===== src/rtl/rename_stage.sv =====
// rtl/rename_stage.sv - two-wide register rename stage (RAT + circular free list); optional trace under RENAME_TRACE_EN
module rename_stage #(
    parameter int NUM_AREGS = 32,
    parameter int NUM_PREGS = 64,
    parameter int PREG_W    = 6
) (
    input  logic                             i_clk,
    input  logic                             i_rst_n,
    input  logic                             i_valid,
    output logic                             o_ready,
    input  logic [2*$clog2(NUM_AREGS)-1:0]   i_asrc0,
    input  logic [2*$clog2(NUM_AREGS)-1:0]   i_asrc1,
    input  logic [2*$clog2(NUM_AREGS)-1:0]   i_adst,
    input  logic [1:0]                       i_regwrite,
    input  logic                             i_dn_ready,
    output logic                             o_valid,
    output logic [2*PREG_W-1:0]              o_psrc0,
    output logic [2*PREG_W-1:0]              o_psrc1,
    output logic [2*PREG_W-1:0]              o_pdst,
    output logic [2*PREG_W-1:0]              o_pold,
    input  logic [1:0]                       i_free_valid,
    input  logic [2*PREG_W-1:0]              i_free_preg,
    output logic [PREG_W-1:0]                o_free_count
);

    localparam int AREG_W   = $clog2(NUM_AREGS);
    localparam int FL_DEPTH = NUM_PREGS - NUM_AREGS;
    localparam int FL_PTR_W = (FL_DEPTH > 1) ? $clog2(FL_DEPTH) : 1;
    localparam logic [PREG_W:0]   FL_DEPTH_C = (PREG_W+1)'(FL_DEPTH);
    localparam logic [FL_PTR_W:0] FL_WRAP_C  = (FL_PTR_W+1)'(FL_DEPTH);

    // Architectural state: alias table and circular free list
    logic [PREG_W-1:0]   rat [NUM_AREGS];
    logic [PREG_W-1:0]   fl  [FL_DEPTH];
    logic [FL_PTR_W-1:0] head;
    logic [FL_PTR_W-1:0] tail;
    logic [PREG_W-1:0]   count;

    // Per-slot unpacked views of the flattened input buses
    logic [AREG_W-1:0] asrc0 [2];
    logic [AREG_W-1:0] asrc1 [2];
    logic [AREG_W-1:0] adst  [2];
    logic [PREG_W-1:0] fpreg [2];

    logic              accept;
    logic              alloc0;
    logic              alloc1;
    logic [PREG_W-1:0] new0;
    logic [PREG_W-1:0] new1;
    logic [PREG_W-1:0] psrc0_n [2];
    logic [PREG_W-1:0] psrc1_n [2];
    logic [PREG_W-1:0] pdst_n  [2];
    logic [PREG_W-1:0] pold_n  [2];

    logic [1:0]          nalloc;
    logic [PREG_W:0]     cnt_after_alloc;
    logic                f0_ok;
    logic                f1_ok;
    logic [FL_PTR_W-1:0] tail_lane1;
    logic [FL_PTR_W-1:0] head_next;
    logic [FL_PTR_W-1:0] tail_next;
    logic [PREG_W:0]     count_next;

    // Pointer advance with explicit wrap so non-power-of-two depths work too
    function automatic logic [FL_PTR_W-1:0] ptr_add(input logic [FL_PTR_W-1:0] p, input logic [1:0] n);
        logic [FL_PTR_W:0] s;
        s = {1'b0, p} + {{(FL_PTR_W-1){1'b0}}, n};
        if (s >= FL_WRAP_C) begin
            s = s - FL_WRAP_C;
        end
        return s[FL_PTR_W-1:0];
    endfunction

    // Source lookup; arch 0 is hardwired to p0 regardless of table contents
    function automatic logic [PREG_W-1:0] rat_rd(input logic [AREG_W-1:0] a);
        return (a == '0) ? '0 : rat[a];
    endfunction

    assign o_ready      = (count >= PREG_W'(2)) && (!o_valid || i_dn_ready);
    assign accept       = i_valid && o_ready;
    assign o_free_count = count;

    // Split flattened buses into per-slot fields
    always_comb begin
        for (int k = 0; k < 2; k++) begin
            asrc0[k] = i_asrc0[k*AREG_W +: AREG_W];
            asrc1[k] = i_asrc1[k*AREG_W +: AREG_W];
            adst[k]  = i_adst[k*AREG_W +: AREG_W];
            fpreg[k] = i_free_preg[k*PREG_W +: PREG_W];
        end
    end

    // Rename the group: allocation, table reads, intra-group bypass
    always_comb begin
        alloc0 = i_regwrite[0] && (adst[0] != '0);
        alloc1 = i_regwrite[1] && (adst[1] != '0);
        new0   = fl[head];
        new1   = alloc0 ? fl[ptr_add(head, 2'd1)] : fl[head];

        psrc0_n[0] = rat_rd(asrc0[0]);
        psrc1_n[0] = rat_rd(asrc1[0]);
        pdst_n[0]  = alloc0 ? new0 : '0;
        pold_n[0]  = alloc0 ? rat[adst[0]] : '0;

        // Slot1 sees slot0's write as if the pair were sequential
        psrc0_n[1] = (alloc0 && (asrc0[1] == adst[0])) ? new0 : rat_rd(asrc0[1]);
        psrc1_n[1] = (alloc0 && (asrc1[1] == adst[0])) ? new0 : rat_rd(asrc1[1]);
        pdst_n[1]  = alloc1 ? new1 : '0;
        if (!alloc1) begin
            pold_n[1] = '0;
        end else if (alloc0 && (adst[1] == adst[0])) begin
            pold_n[1] = new0;
        end else begin
            pold_n[1] = rat[adst[1]];
        end
    end

    // Free-list bookkeeping: legal frees, pointer and count updates
    always_comb begin
        nalloc          = accept ? ({1'b0, alloc0} + {1'b0, alloc1}) : 2'd0;
        cnt_after_alloc = {1'b0, count} - {{(PREG_W-1){1'b0}}, nalloc};
        f0_ok = i_free_valid[0] && (fpreg[0] != '0) && (cnt_after_alloc < FL_DEPTH_C);
        f1_ok = i_free_valid[1] && (fpreg[1] != '0) &&
                ((cnt_after_alloc + {{PREG_W{1'b0}}, f0_ok}) < FL_DEPTH_C);
        tail_lane1 = ptr_add(tail, {1'b0, f0_ok});
        head_next  = ptr_add(head, nalloc);
        tail_next  = ptr_add(tail, {1'b0, f0_ok} + {1'b0, f1_ok});
        count_next = cnt_after_alloc + {{PREG_W{1'b0}}, f0_ok} + {{PREG_W{1'b0}}, f1_ok};
    end

    // Alias table update; slot1 written last so it owns a shared destination
    always_ff @(posedge i_clk or negedge i_rst_n) begin
        if (!i_rst_n) begin
            for (int i = 0; i < NUM_AREGS; i++) begin
                rat[i] <= PREG_W'(i);
            end
        end else if (accept) begin
            if (alloc0) begin
                rat[adst[0]] <= new0;
            end
            if (alloc1) begin
                rat[adst[1]] <= new1;
            end
        end
    end

    // Free-list storage, pointers and occupancy
    always_ff @(posedge i_clk or negedge i_rst_n) begin
        if (!i_rst_n) begin
            for (int i = 0; i < FL_DEPTH; i++) begin
                fl[i] <= PREG_W'(NUM_AREGS + i);
            end
            head  <= '0;
            tail  <= '0;
            count <= PREG_W'(FL_DEPTH);
        end else begin
            if (f0_ok) begin
                fl[tail] <= fpreg[0];
            end
            if (f1_ok) begin
                fl[tail_lane1] <= fpreg[1];
            end
            head  <= head_next;
            tail  <= tail_next;
            count <= count_next[PREG_W-1:0];
        end
    end

    // Output register: load on accept, hold while stalled, drop when drained
    always_ff @(posedge i_clk or negedge i_rst_n) begin
        if (!i_rst_n) begin
            o_valid <= 1'b0;
            o_psrc0 <= '0;
            o_psrc1 <= '0;
            o_pdst  <= '0;
            o_pold  <= '0;
        end else if (accept) begin
            o_valid <= 1'b1;
            o_psrc0 <= {psrc0_n[1], psrc0_n[0]};
            o_psrc1 <= {psrc1_n[1], psrc1_n[0]};
            o_pdst  <= {pdst_n[1], pdst_n[0]};
            o_pold  <= {pold_n[1], pold_n[0]};
        end else if (i_dn_ready) begin
            o_valid <= 1'b0;
        end
    end

`ifdef RENAME_TRACE_EN
    // Trace accepted groups and dropped frees
    always_ff @(posedge i_clk) begin
        if (i_rst_n) begin
            if (accept) begin
                for (int k = 0; k < 2; k++) begin
                    $display("rename slot%0d: x%0d->p%0d old p%0d src x%0d->p%0d x%0d->p%0d count %0d",
                             k, adst[k], pdst_n[k], pold_n[k], asrc0[k], psrc0_n[k],
                             asrc1[k], psrc1_n[k], count_next);
                end
            end
            if (i_free_valid[0] && !f0_ok) begin
                $display("RENAME ERROR: free lane0 p%0d dropped", fpreg[0]);
            end
            if (i_free_valid[1] && !f1_ok) begin
                $display("RENAME ERROR: free lane1 p%0d dropped", fpreg[1]);
            end
        end
    end
`endif

endmodule


===== config.mk =====
export PLATFORM = sky130hd
export DESIGN_NAME = rename_stage
export DESIGN_NICKNAME = d
export VERILOG_FILES = /design/src/rtl/rename_stage.sv
export SDC_FILE = /design/constraint.sdc
export NUM_CORES = 2
export LEC_CHECK = 0
export CAP_MARGIN = 20
export CORE_UTILIZATION = 45
export DETAILED_ROUTE_END_ITERATION = 10
export PLACE_DENSITY = 0.62
export SLEW_MARGIN = 30
export SYNTH_ARGS = -nofsm -noshare
export SYNTH_HDL_FRONTEND = slang
export SYNTH_SLANG_ARGS = --single-unit
export TNS_END_PERCENT = 50

===== constraint.sdc =====
create_clock -name i_clk -period 15.8 [get_ports i_clk]
set_input_delay 4.74 -clock i_clk [delete_from_list [all_inputs] [get_ports i_clk]]
set_output_delay 4.74 -clock i_clk [all_outputs]
set_load 0.05 [all_outputs]

==> flow_summary_export.csv <==
group,metric,value,unit
status,status,"finished clean",
yosys,synth_area_leaders,"mux4_2 (26%), dfrtp_1 (18%), dfstp_2 (15%)",
global_route,grt_pass1_vias,28100,
yosys,synth_area,34700,µm²
yosys,synth_edf_count,0,
clock_tree,cts_tree,"built",
worst_hold_path,hp-class,"reg2reg",
route,totalWireLength,142,mm
clock_tree,cts_sinks,449,
critical_path,ff2ff_setup_slack,9.32,ns
floorplanning,die_x,280,µm
critical_path,slowest_delay,0.83,ns
yosys,ys_ff_latch,449,
route,dr.pass1.iters,11,
sta,fin_tns_setup,0,ns
cells_and_area,drive_above_1_share,0.405,
global_route,grt_max_degree,114,
route,first_iter_violations,5241,
cells_and_area,area_growth,10.7,%
sta,finalCritPeriodShare,0.711,
yosys,syn_area_per_cell,12.1,µm²
yosys,yosysSeqAreaShare,0.331,
sta,finalClockSkew,0.0521,ns
floorplanning,start_util,0.456,
clock_tree,clk_pin_slew,0.06,ns
critical_path,crit_required,11.06,ns
route,ant_nets,0,
cells_and_area,fillers,6593,
clock_tree,clockBufferDepth,3,
route,route.detailed.drc,0,
yosys,yosysTopAreaCellShare,0.256,
global_route,grt_usage,0.364,
sta,drv_slew,0,
yosys,synth_common_cells,"mux4_2 (395), mux2_2 (294), dfrtp_1 (256)",
floorplanning,num_rows,101,
critical_path,cp.arrival,6.49,ns
sta,layout_setup_ws,4.57,ns
place,gp_congestion,1.07,
power,p_comb_frac,0.560,
global_route,grt-ovfl-total,0,
sta,slew_headroom,0.260,
place,placed_cell_area,36500,µm²
sta,hold_viol,0,
critical_path,cp-start-kind,"input port",
yosys,yosysTopAreaCell,"mux4_2",
job,maxCapViolCount,0,
critical_path,cp-end-kind,"primary output",
critical_path,criticalPathCategory,"in2out",
place,hpwl,96.8,mm
critical_path,crit_top_cell,"clkdlybuf4s50_1",
yosys,ys.warnings.count,0,
cells_and_area,nNetsFinal,2889,
power,p_seq_frac,0.292,
power,power_density,232,nW/µm²
yosys,synth_compound_area_frac,0.122,
power,ir_drop,0.268,mV
clock_tree,cts_root_buf,"clkbuf_16",
clock_tree,insertion_delay,0.67,ns
global_route,antenna_found_initial,5,
floorplanning,die_height,280,µm
power,p_clk_frac,0.147,
route,post_drt_wl_per_cell,36.5,µm
route,vias_per_cell,7.43,
yosys,synthAdderAreaFrac,0.00642,
yosys,ys.flop_type,"dfrtp_1",
yosys,synth_most_common_cell,"mux4_2",
floorplanning,ios,106,
yosys,synth_cell_types,73,
yosys,synth-simple-area-share,0.0868,
sta,finalCriticalPeriod,11.23,ns
yosys,synth_cells,2875,
clock_tree,cts_buffers,54,
sta,fmax,0.0891,GHz
place,place_ws,4.10,ns
sta,tightest_slew,1.11,ns
cells_and_area,final_cell_area,38400,µm²
power,p_switching,4.32,mW
place,port_buffers,105,
floorplanning,die_area,78200,µm²
power,power_leakage,14.9,nW
global_route,grt_pass1_wl,207,mm
critical_path,cpMaxStageDelayCell,"clkdlybuf4s50_1",
critical_path,path_cells,"clkdlybuf4s50_1 -> nand2b_1 -> o21a_1 -> buf_4 -> clkdlybuf4s50_1",
yosys,synth_top_family_by_area,"multiplexers",
yosys,synth_xor_area_frac,0.00952,
critical_path,critPathMaxFanout,5,
yosys,async_flop_share,1.00,
yosys,synth_mux_area_frac,0.393,
clock_tree,hold_buffers,0,
floorplanning,core-area,76100,µm²
sta,setup_viol,0,
power,swShare,0.486,
clock_tree,cts-resized-gates,0,
route,vias,29000,
power,intPower,4.57,mW
sta,grt_setup_unrepaired,"no",
clock_tree,cts_setup_buffers,0,
yosys,syn_nets,2941,
clock_tree,ctsHtreeMaxLevel,2,
## critical path, delay by kind of cell
family          cells  cell delay, ns
buf+inv             3            1.47
compound gates      1            0.14
simple gates        1            0.15
## per-layer routing
metal	vias up	track usage	wire length (µm)
li1	11400	-	-
met2	2308	0.571	65300
met1	14800	0.460	49800
met3	510	0.0823	16200
met4	8	0.223	10900
met5	-	0	52
## power groups by stage
stage | registers [mW] | clock network (mW) | logic [mW]
final | 2.60 | 1.31 | 4.98
after global routing | 2.64 | 1.37 | 5.12
after CTS | 2.55 | 1.32 | 4.86
after detailed placement | 2.56 | 0 | 4.84
after global placement | 2.50 | 0 | 4.77
after floorplan | 2.39 | 0 | 3.06
## path summary, 6_finish.rpt
path                                  from          to  cells after the start
max in group asynchronous          i_rst_n  o_pold[10]                      3
max                             i_dn_ready     o_ready                      5
min reg2reg                     o_psrc0[0]  o_psrc0[0]                      2
min                             o_psrc0[0]  o_psrc0[0]                      2
max reg2reg                o_free_count[4]     tail[4]                     22
min in group asynchronous          i_rst_n     o_valid                      1
## sequential cells by signal, summed over array words and instances (netlist names)
name,cells
head,5
fl,192
o_psrc1,12
o_valid,1
o_free_count,6
tail,5
o_psrc0,12
o_pold,12
rat,192
o_pdst,12
## layout make-up
class                           instances  area (µm²)  share of cell area
Timing Repair Buffer                  174        1550              0.0404
Clock inverter                         26         293             0.00763
Sequential cell                       449       11500               0.299
Multi-Input combinational cell       1982       21600               0.562
Tap cell                             1030        1290              0.0336
Antenna cell                            2        5.00            0.000130
Clock buffer                           76        1580              0.0410
Inverter                              162         611              0.0159
## kinds of logic (layout without fill, tap and decap cells)
group / count (synthesis) / in the layout
flops: 449 / 449
buf+inv: 444 / 438
fa+ha+maj: 16 / 16
simple gates: 551 / 551
compound gates: 556 / 556
other cells: 0 / 2
xor+xnor: 36 / 36
mux: 823 / 823
## per-stage QoR
step | cells | util | total power [mW] | hold slack (ns)
final | 3901 | 0.505 | 8.89 | 0.461
after global routing | 3899 | 0.505 | 9.12 | 0.474
after detailed placement | 3796 | 0.480 | 7.40 | 0.456
after floorplan | 2875 | - | 5.44 | 0.500
after CTS | 3898 | 0.504 | 8.72 | 0.469
after global placement | 3796 | 0.479 | 7.27 | 0.443
## placed cells by master (no fill, tap or decap), types with 9 or more instances in the layout
| cell | instances |
|---|---|
| nor3_1 | 37 |
| nor2b_1 | 22 |
| nand2_1 | 88 |
| nand3_1 | 36 |
| a22oi_1 | 58 |
| xnor2_1 | 22 |
| nand2b_1 | 12 |
| a21oi_1 | 117 |
| mux4_2 | 395 |
| nand3_2 | 14 |
| mux2_4 | 12 |
| a221oi_1 | 62 |
| nor3_4 | 19 |
| buf_4 | 72 |
| clkbuf_8 | 12 |
| a22o_1 | 18 |
| clkinv_2 | 11 |
| a32oi_1 | 12 |
| clkbuf_1 | 9 |
| and3_1 | 9 |
| o21ai_0 | 53 |
| dfrtp_1 | 253 |
| nand4_1 | 23 |
| mux2_2 | 294 |
| nor2_1 | 207 |
| mux2i_1 | 115 |
| a211oi_1 | 27 |
| dfstp_2 | 193 |
| ha_1 | 12 |
| inv_1 | 161 |
| xor2_1 | 11 |
| o22ai_1 | 41 |
| clkdlybuf4s50_1 | 90 |
| nand3b_1 | 12 |
| clkbuf_16 | 55 |
| a222oi_1 | 138 |
Power figures use the tool's default switching activity.
